[config.mk]
export PLATFORM = sky130hd
export DESIGN_NAME = clk_div_scheduler
export DESIGN_NICKNAME = d
export VERILOG_FILES = /design/src/rtl/clk_div_scheduler.sv
export SDC_FILE = /design/constraint.sdc
export NUM_CORES = 1
export LEC_CHECK = 0
export CORE_MARGIN = 8
export CORE_UTILIZATION = 60
export DETAILED_ROUTE_END_ITERATION = 16
export HOLD_SLACK_MARGIN = 0.03
export PLACE_DENSITY = 0.84
export SYNTH_ARGS = -nofsm -noshare
export SYNTH_HDL_FRONTEND = slang
export SYNTH_SLANG_ARGS = --single-unit
[constraint.sdc]
create_clock -name clk -period 5.6 [get_ports clk]
set_input_delay 1.12 -clock clk [delete_from_list [all_inputs] [get_ports clk]]
set_output_delay 1.12 -clock clk [all_outputs]
set_load 0.05 [all_outputs]
[src/rtl/clk_div_scheduler.sv]
// Slot-table sequencer for the /2, /3, /4, /8 clock divider: drives the divider
// select and a tick enable, and changes the select only on a tick boundary.
module clk_div_scheduler #(
    parameter int NUM_SLOTS = 4,
    parameter int SLOT_W    = 2,
    parameter int DWELL_W   = 4
) (
    input  logic               clk,
    input  logic               rst_n,
    input  logic               cfg_wr,
    input  logic [SLOT_W-1:0]  cfg_addr,
    input  logic [1:0]         cfg_sel,
    input  logic [DWELL_W-1:0] cfg_dwell,
    input  logic               loop,
    input  logic               start,
    input  logic               stop,
    output logic [1:0]         sel_out,
    output logic               tick,
    output logic [SLOT_W-1:0]  cur_slot,
    output logic               busy,
    output logic               done
);

    typedef enum logic {
        IDLE = 1'b0,
        RUN  = 1'b1
    } state_t;

    localparam logic [SLOT_W-1:0] LAST_SLOT = SLOT_W'(NUM_SLOTS - 1);

    state_t             state;
    logic [1:0]         tbl_sel   [NUM_SLOTS];
    logic [DWELL_W-1:0] tbl_dwell [NUM_SLOTS];
    logic [2:0]         ph;
    logic [DWELL_W-1:0] tcnt;
    logic               loop_q;
    logic               stop_q;

    logic               abort_now;
    logic               slot_done;
    logic [SLOT_W-1:0]  next_slot;
    logic [1:0]         first_sel;

    // Terminal phase value for each select code, i.e. divisor minus one.
    function automatic logic [2:0] last_phase(input logic [1:0] sel);
        case (sel)
            2'b00:   return 3'd1;
            2'b01:   return 3'd2;
            2'b10:   return 3'd3;
            default: return 3'd7;
        endcase
    endfunction

    assign tick      = (state == RUN) && (ph == last_phase(sel_out));
    assign busy      = (state == RUN);
    assign abort_now = stop_q || stop;
    assign slot_done = (tcnt == tbl_dwell[cur_slot]);
    assign next_slot = cur_slot + SLOT_W'(1);
    // A write landing in the same cycle as start must be seen by slot 0.
    assign first_sel = (cfg_wr && (cfg_addr == '0)) ? cfg_sel : tbl_sel[0];

    always_ff @(posedge clk) begin
        if (!rst_n) begin
            state    <= IDLE;
            ph       <= '0;
            tcnt     <= '0;
            loop_q   <= 1'b0;
            stop_q   <= 1'b0;
            sel_out  <= '0;
            cur_slot <= '0;
            done     <= 1'b0;
            // NOTE: the table is reset on purpose -- a cleared table after reset
            // is visible behaviour, so this storage is not a plain RAM.
            for (int i = 0; i < NUM_SLOTS; i++) begin
                tbl_sel[i]   <= '0;
                tbl_dwell[i] <= '0;
            end
        end else begin
            // NOTE: non-blocking assignments throughout, so every read above
            // sees the pre-edge value regardless of statement order.
            done <= 1'b0;
            case (state)
                IDLE: begin
                    if (cfg_wr) begin
                        tbl_sel[cfg_addr]   <= cfg_sel;
                        tbl_dwell[cfg_addr] <= cfg_dwell;
                    end
                    if (start) begin
                        state    <= RUN;
                        cur_slot <= '0;
                        sel_out  <= first_sel;
                        ph       <= '0;
                        tcnt     <= '0;
                        loop_q   <= loop;
                        stop_q   <= 1'b0;
                    end
                end

                RUN: begin
                    if (stop) begin
                        stop_q <= 1'b1;
                    end
                    if (!tick) begin
                        ph <= ph + 3'd1;
                    end else begin
                        ph <= '0;
                        if (!abort_now && !slot_done) begin
                            tcnt <= tcnt + DWELL_W'(1);
                        end else begin
                            tcnt <= '0;
                            if (abort_now) begin
                                state  <= IDLE;
                                stop_q <= 1'b0;
                                done   <= 1'b1;
                            end else if (cur_slot != LAST_SLOT) begin
                                cur_slot <= next_slot;
                                sel_out  <= tbl_sel[next_slot];
                            end else if (loop_q) begin
                                cur_slot <= '0;
                                sel_out  <= tbl_sel[0];
                            end else begin
                                state  <= IDLE;
                                stop_q <= 1'b0;
                                done   <= 1'b1;
                            end
                        end
                    end
                end

                default: state <= IDLE;
            endcase
        end
    end

endmodule

==> reports/results.tsv <==
metric	value	unit
antenna_found_initial	0	
grt_max_degree	15	
synth_top_area_share	34.8	%
syn_inst	198	
rsz0062_at_grt	no	
finClkSkew	0.00299	ns
clkPwrFrac	27.1	%
yosysMostFrequentCell	nor2_1	
path_buf_inv	2	
min_period	3.56	ns
synth_cell_types	48	
first_pass_iters	4	
finalCritPeriodShare	63.5	%
io_buffer_count	20	
worst-setup-path-type	flip-flop to output pin	
wl_per_cell	16.5	um
synth_top_cell_by_area	edfxtp_1	
vias_per_cell	5.89	
p_switching	0.000149	W
clkTransAtPathRegs	0.12	ns
layout.nets	236	
hold_viol	0	
drtIter0Drc	146	
die_h	74.8	um
final.setup.tns	0	ns
clock_latency	0.36	ns
cts_tree	built	
cp_max_fo	12	
antenna_cells	0	
crit_path_cell_trace	nand4b_1 > a211oi_2 > nor2_1 > inv_1 > clkdlybuf4s50_1	
placed_cells	258	
combPwrFrac	11.5	%
synth_area	2070	sq um
die-area	5590	sq um
ys_seq_area_share	51.2	%
cp.required	4.48	ns
r2r_slack	3.33	ns
min_path_cells	2	
p_per_area	238	nW/um^2
initial_core_util	62.1	%
p_int	0.000407	W
cp.depth	5	
syn2layout_area_growth	13.0	%
h-tree-depth	2	
tightest_slew	1.01	ns
synth_edf_count	24	
ant_nets	0	
clock_path_buffers	2	
ys_ff_latch	41	
yosys_warnings	0	
slew_headroom	31.9	%
routed_wl	4.39	mm
arrival	2.44	ns
irDropWorstVdd	0.000188	V
p_sw_share	26.8	%
clock.fmax	0.281	GHz
rows	21	
overflow	0	
cts_buffers	5	
io_pins	21	
core	3340	sq um
placed_cell_area	2280	sq um
hold_end	tcnt[1]	
cpMaxStageDelayCell	clkdlybuf4s50_1	
track_usage	17.6	%
hold-worst-slack	0.511	ns
hold_class	flip-flop to flip-flop	
pwr-share-seq	61.4	%
power.leakage	0.886	nW
startpoint_type	flip-flop	
final_area	2340	sq um
async_flop_share	0	%
min_from	tcnt[1]	
timing.rr.end	cur_slot[0]	
finalSetupViolations	0	
cap_violations	0	
gp_congestion	0.886	
detailroute.via_count	1566	
ys_top_cells_by_area	edfxtp_1 35%, dfxtp_1 16%, nor2_1 6.2%	
grt_pass1_wl	7.37	mm
slowest_delay	0.80	ns
die_x	74.8	um
drc_errors	0	
synth_flop_cell	edfxtp_1	
cts_repair_resize_count	0	
avgSynthCellArea	10.5	sq um
drv_slew	0	
cts_root_buffer	clkbuf_4	
cts_hold_buf	0	
drive_above_1_share	10.5	%
endpoint_kind	output pin	
synthesis.nets	215	
dpl.hpwl	3.33	mm
r2r_cells	6	
critPathTopFamily	buffers and inverters	
total_power	0.000557	W
status	completed	
cts_setup_buffers	0	
synth_commonest_cells	34 x nor2_1, 24 x edfxtp_1, 17 x dfxtp_1	
grt_pass1_vias	1537	
finalNonFillerCells	266	
cts_sinks	41	
## kinds of logic after synthesis
kind of cell               share of synthesized area (%)
xor gates and xnor gates                            1.69
adders and majority gates                           1.81
DFF                                                 51.2
and+or+nand+nor                                     19.7
muxes                                               9.30
buffers and inverters                               4.71
AOI/OAI and AO/OA                                   11.5
## placed cells by master, fill, tap and decap left out, types with 2 or more instances in the layout
| master | count |
|---|---|
| nor2_1 | 34 |
| edfxtp_1 | 24 |
| clkdlybuf4s50_1 | 20 |
| dfxtp_1 | 17 |
| nand2_1 | 14 |
| inv_1 | 13 |
| mux2i_1 | 10 |
| a21oi_1 | 9 |
| nand2b_1 | 6 |
| o21ai_0 | 6 |
| nand3_1 | 6 |
| clkbuf_4 | 5 |
| xor2_1 | 4 |
| nor3_1 | 3 |
| mux2_2 | 3 |
| nor2b_1 | 3 |
| ha_1 | 3 |
| clkinvlp_4 | 3 |
| mux4_2 | 2 |
| o221ai_2 | 2 |
| and3_1 | 2 |
| o21ai_1 | 2 |
| o22ai_1 | 2 |
| a2111oi_0 | 2 |
| a221oi_1 | 2 |
| a21o_1 | 2 |
## per-layer routing
metal	vias up	share of wire (%)	wire [um]	GRT usage, %
met3	9	8.1	356	5.33
li1	754	-	-	-
met2	63	51	2250	30.2
met4	0	2.0	88	8.04
met5	-	0	0	0
met1	740	39	1700	19.6
## through the flow
| step | setup WS [ns] | util (%) |
|---|---|---|
| 2_1_floorplan | 2.76 | - |
| 3_3_place_gp | 2.50 | 68.4 |
| 3_5_place_dp | 2.44 | 68.4 |
| 4_1_cts | 2.08 | 70.2 |
| 5_1_grt | 1.95 | 70.2 |
| 6_report | 2.04 | 70.2 |
## cell type report
type | instances | area, sq um
clock buffers | 5 | 37.5
fillers | 259 | 996
repair buffers | 20 | 200
flip-flops and latches | 41 | 1060
inverters | 13 | 48.8
well taps | 46 | 57.6
clock inverters | 3 | 22.5
multi-input cells | 138 | 913
## how the worst max path moves through the flow
stage                      from              end
finish                     busy             tick
global route               busy             tick
CTS                        busy             tick
detailed placement  cfg_addr[1]  tbl_dwell[0][1]
global placement    cfg_addr[1]  tbl_dwell[0][1]
floorplan                  busy             tick
## registers in the layout (all words and copies together), names as in the netlist, named ones only
| register | flops |
|---|---|
| tbl_dwell | 16 |
| tbl_sel | 8 |
| tcnt | 4 |
| ph | 3 |
| cur_slot | 2 |
| sel_out | 2 |
| busy | 1 |
| done | 1 |
| loop_q | 1 |
| stop_q | 1 |
## tightest hold or removal path, stage by stage (launching register included)
cell	delay, ns
dfxtp_1	0.37
nand2_1	0.06
o21ai_1	0.05
## power by group through the flow
stage | clock (W) | sequential (W) | combinational, W
floorplan | 0 | 0.000349 | 0.0000398
detailed placement | 0 | 0.000348 | 0.0000637
global placement | 0 | 0.000347 | 0.0000617
CTS | 0.000154 | 0.000341 | 0.0000640
finish | 0.000151 | 0.000342 | 0.0000640
global route | 0.000163 | 0.000343 | 0.0000706
Power figures use the tool's default switching activity.
==> edit (config.mk and constraints unchanged) <==
Register the output `sel_out` once more, cleared by the reset; this adds one clock of latency there. The other outputs are not delayed to match.
--- a/src/rtl/clk_div_scheduler.sv
+++ b/src/rtl/clk_div_scheduler.sv
@@ -30,2 +30,4 @@
 
+    logic [1:0] sel_s0;
+
     state_t             state;
@@ -53,3 +55,3 @@
 
-    assign tick      = (state == RUN) && (ph == last_phase(sel_out));
+    assign tick      = (state == RUN) && (ph == last_phase(sel_s0));
     assign busy      = (state == RUN);
@@ -68,3 +70,3 @@
             stop_q   <= 1'b0;
-            sel_out  <= '0;
+            sel_s0   <= '0;
             cur_slot <= '0;
@@ -90,3 +92,3 @@
                         cur_slot <= '0;
-                        sel_out  <= first_sel;
+                        sel_s0   <= first_sel;
                         ph       <= '0;
@@ -116,6 +118,6 @@
                                 cur_slot <= next_slot;
-                                sel_out  <= tbl_sel[next_slot];
+                                sel_s0   <= tbl_sel[next_slot];
                             end else if (loop_q) begin
                                 cur_slot <= '0;
-                                sel_out  <= tbl_sel[0];
+                                sel_s0   <= tbl_sel[0];
                             end else begin
@@ -134,2 +136,10 @@
 
+    always_ff @(posedge clk) begin
+        if (!rst_n) begin
+            sel_out <= '0;
+        end else begin
+            sel_out <= sel_s0;
+        end
+    end
+
 endmodule
Check against the original RTL: not equivalent (a bounded check fails within 4 cycles, from zero or initial values and one cycle with rst_n low).
==> edit against the original RTL <==
- synthesized cell count is 2.0% higher
- synthesized area is 1.6% higher
- die area rose by 1.2%
- power increased by 19%
- sequential cell count rose by 2
- first-iteration DRC count down 1.4%
- largest cell class unchanged
- highest routed layer unchanged
- sequential share of layout area is 0.22 points lower
- core utilization increased by 2.4 points
- final area increased by 4.3%
- routed wire length shrank 0.87%
- setup slack got worse by 0.18 ns
- count of clock-buffer cells in the layout unchanged
==> edit: results (changes against the original RTL) <==
| Metric | Value |
|---|---|
| Max Fanout on Critical Path | 14 (+2) |
| CP endpoint | tick |
| Vias per inst | 5.80 (-1.5%) |
| Vias in the first global route | 1623 (+5.6%) |
| Hold wc startpoint | tcnt[3] |
| Top cells by count, synth | nor2_1, edfxtp_1, nand2_1 |
| Clk slew on worst S/H paths | 0.15 ns (+0.03 ns) |
| P_comb | 0.0630 mW (-2%) |
| Pleak | 0.937 nW (+5.7%) |
| Top flop regs | tbl_dwell x16, tbl_sel x8, tcnt x4 |
| GR Util met2 | 0.310 (+0.00795) |
| Detailed Route WL | 4350 µm (-0.87%) |
| Max Buffers Root-to-Sink | 2 (unchanged) |
| Fill cells | 261 (+0.77%) |
| Worst reg2reg path endpoint | cur_slot[1] |
| Met3 GRT Util | 0.0373 (-0.0160) |
| Flop+latch power | 0.357 mW (+4%) |
| Register area share after synthesis | 0.523 (+0.0111) |
| DRT Pass-1 Iters | 7 (+3) |
| Met1 Use GR | 0.181 (-0.0157) |
| Non-Filler Instances | 271 (+1.9%) |
| Mux share of post-synthesis cell area | 0.115 (+0.0223) |
| Top post-synthesis cells by area | edfxtp_1, dfxtp_1, mux2i_1 |
| Drt first-iter violations | 144 (-1.4%) |
| Hold Path End | tcnt[3] |
| Placer Congestion | 0.883 (-0.35%) |
| Post-synth cell types | 37 (-23%) |
| Cell Int Power | 0.513 mW (+26%) |
| Setup Skew | 0.0184 ns (+0.0154 ns) |
| Share of cells above drive strength 1 | 0.0889 (-0.0157) |
| Gr usage total | 0.173 (-0.00346) |
| Number of buffers added on ports | 20 (unchanged) |
| Peak supply drop | 0.000149 V (-21%) |
| Min Tclk post-route | 3.74 ns (+0.178 ns) |
| WL met2 | 2210 µm (-1.6%) |
| Wire length on met3 | 238 µm (-33%) |
| Met1 Wirelength | 1780 µm (+4.8%) |
| Avg Cell Area, Syn | 10.4 µm² (-0.44%) |
| Xor-xnor portion of the synthesized cell area | 0.0208 (+0.00390) |
| EDFF count, synth | 24 (unchanged) |
| Adder-Cell Fraction of Synth Area | 0.0178 (-0.000280) |
| Switching portion of total power | 0.228 (-0.0405) |
| Placement Setup Slack | 2.32 ns (-0.123 ns) |
| Largest net degree at the start of global routing | 16 (+1) |
| Post-Synthesis Net Count | 219 (+1.9%) |
| Num CTS Buffers | 5 (unchanged) |
| Cells after DPL | 263 (+1.9%) |
| Synth Area in Compound Gates | 0.0844 (-0.0309) |
| CTS resizes | 0 (unchanged) |
| First-pass GRT wire length | 7280 µm (-1.2%) |
| Post-DP HPWL | 3360 µm (+1.0%) |
| Status | finished clean |
| WHS | 0.535 ns (+0.0234 ns) |
| Slew @ Worst Pin | 0.935 ns (-0.0760 ns) |
| Layout net count | 241 (+2.1%) |
| Antenna cells | 0 (unchanged) |
| Setup slack, reg-to-reg | 3.24 ns (-0.09 ns) |
| Placed Area | 2340 µm² (+2.4%) |
==> edit: cell types whose count changed after synthesis, moves of 3 or more <==
cell,before,now
xnor2_1,0,4
nand3b_1,0,3
nand2_1,14,24
o21ai_0,6,11
a21oi_1,9,4
xor2_1,4,1
mux2i_1,10,13
nand3_1,6,2
and2_1,1,4
nor2_1,34,29
==> edit: tightest hold or removal path, stage by stage, from the launching register on <==
cell and delay [ns]:
dfxtp_1 0.37, nand2_1 0.06, o21ai_0 0.07
==> edit: area by class of cell <==
type / count / area (µm²) / share of cell area
clock inverters: 3 / 67.6 / 0.0277
well taps: 46 / 57.6 / 0.0236
repair buffers: 20 / 200 / 0.0820
clock buffers: 5 / 37.5 / 0.0154
inverters: 15 / 56.3 / 0.0231
multi-input cells: 139 / 921 / 0.377
flip-flops and latches: 43 / 1100 / 0.451
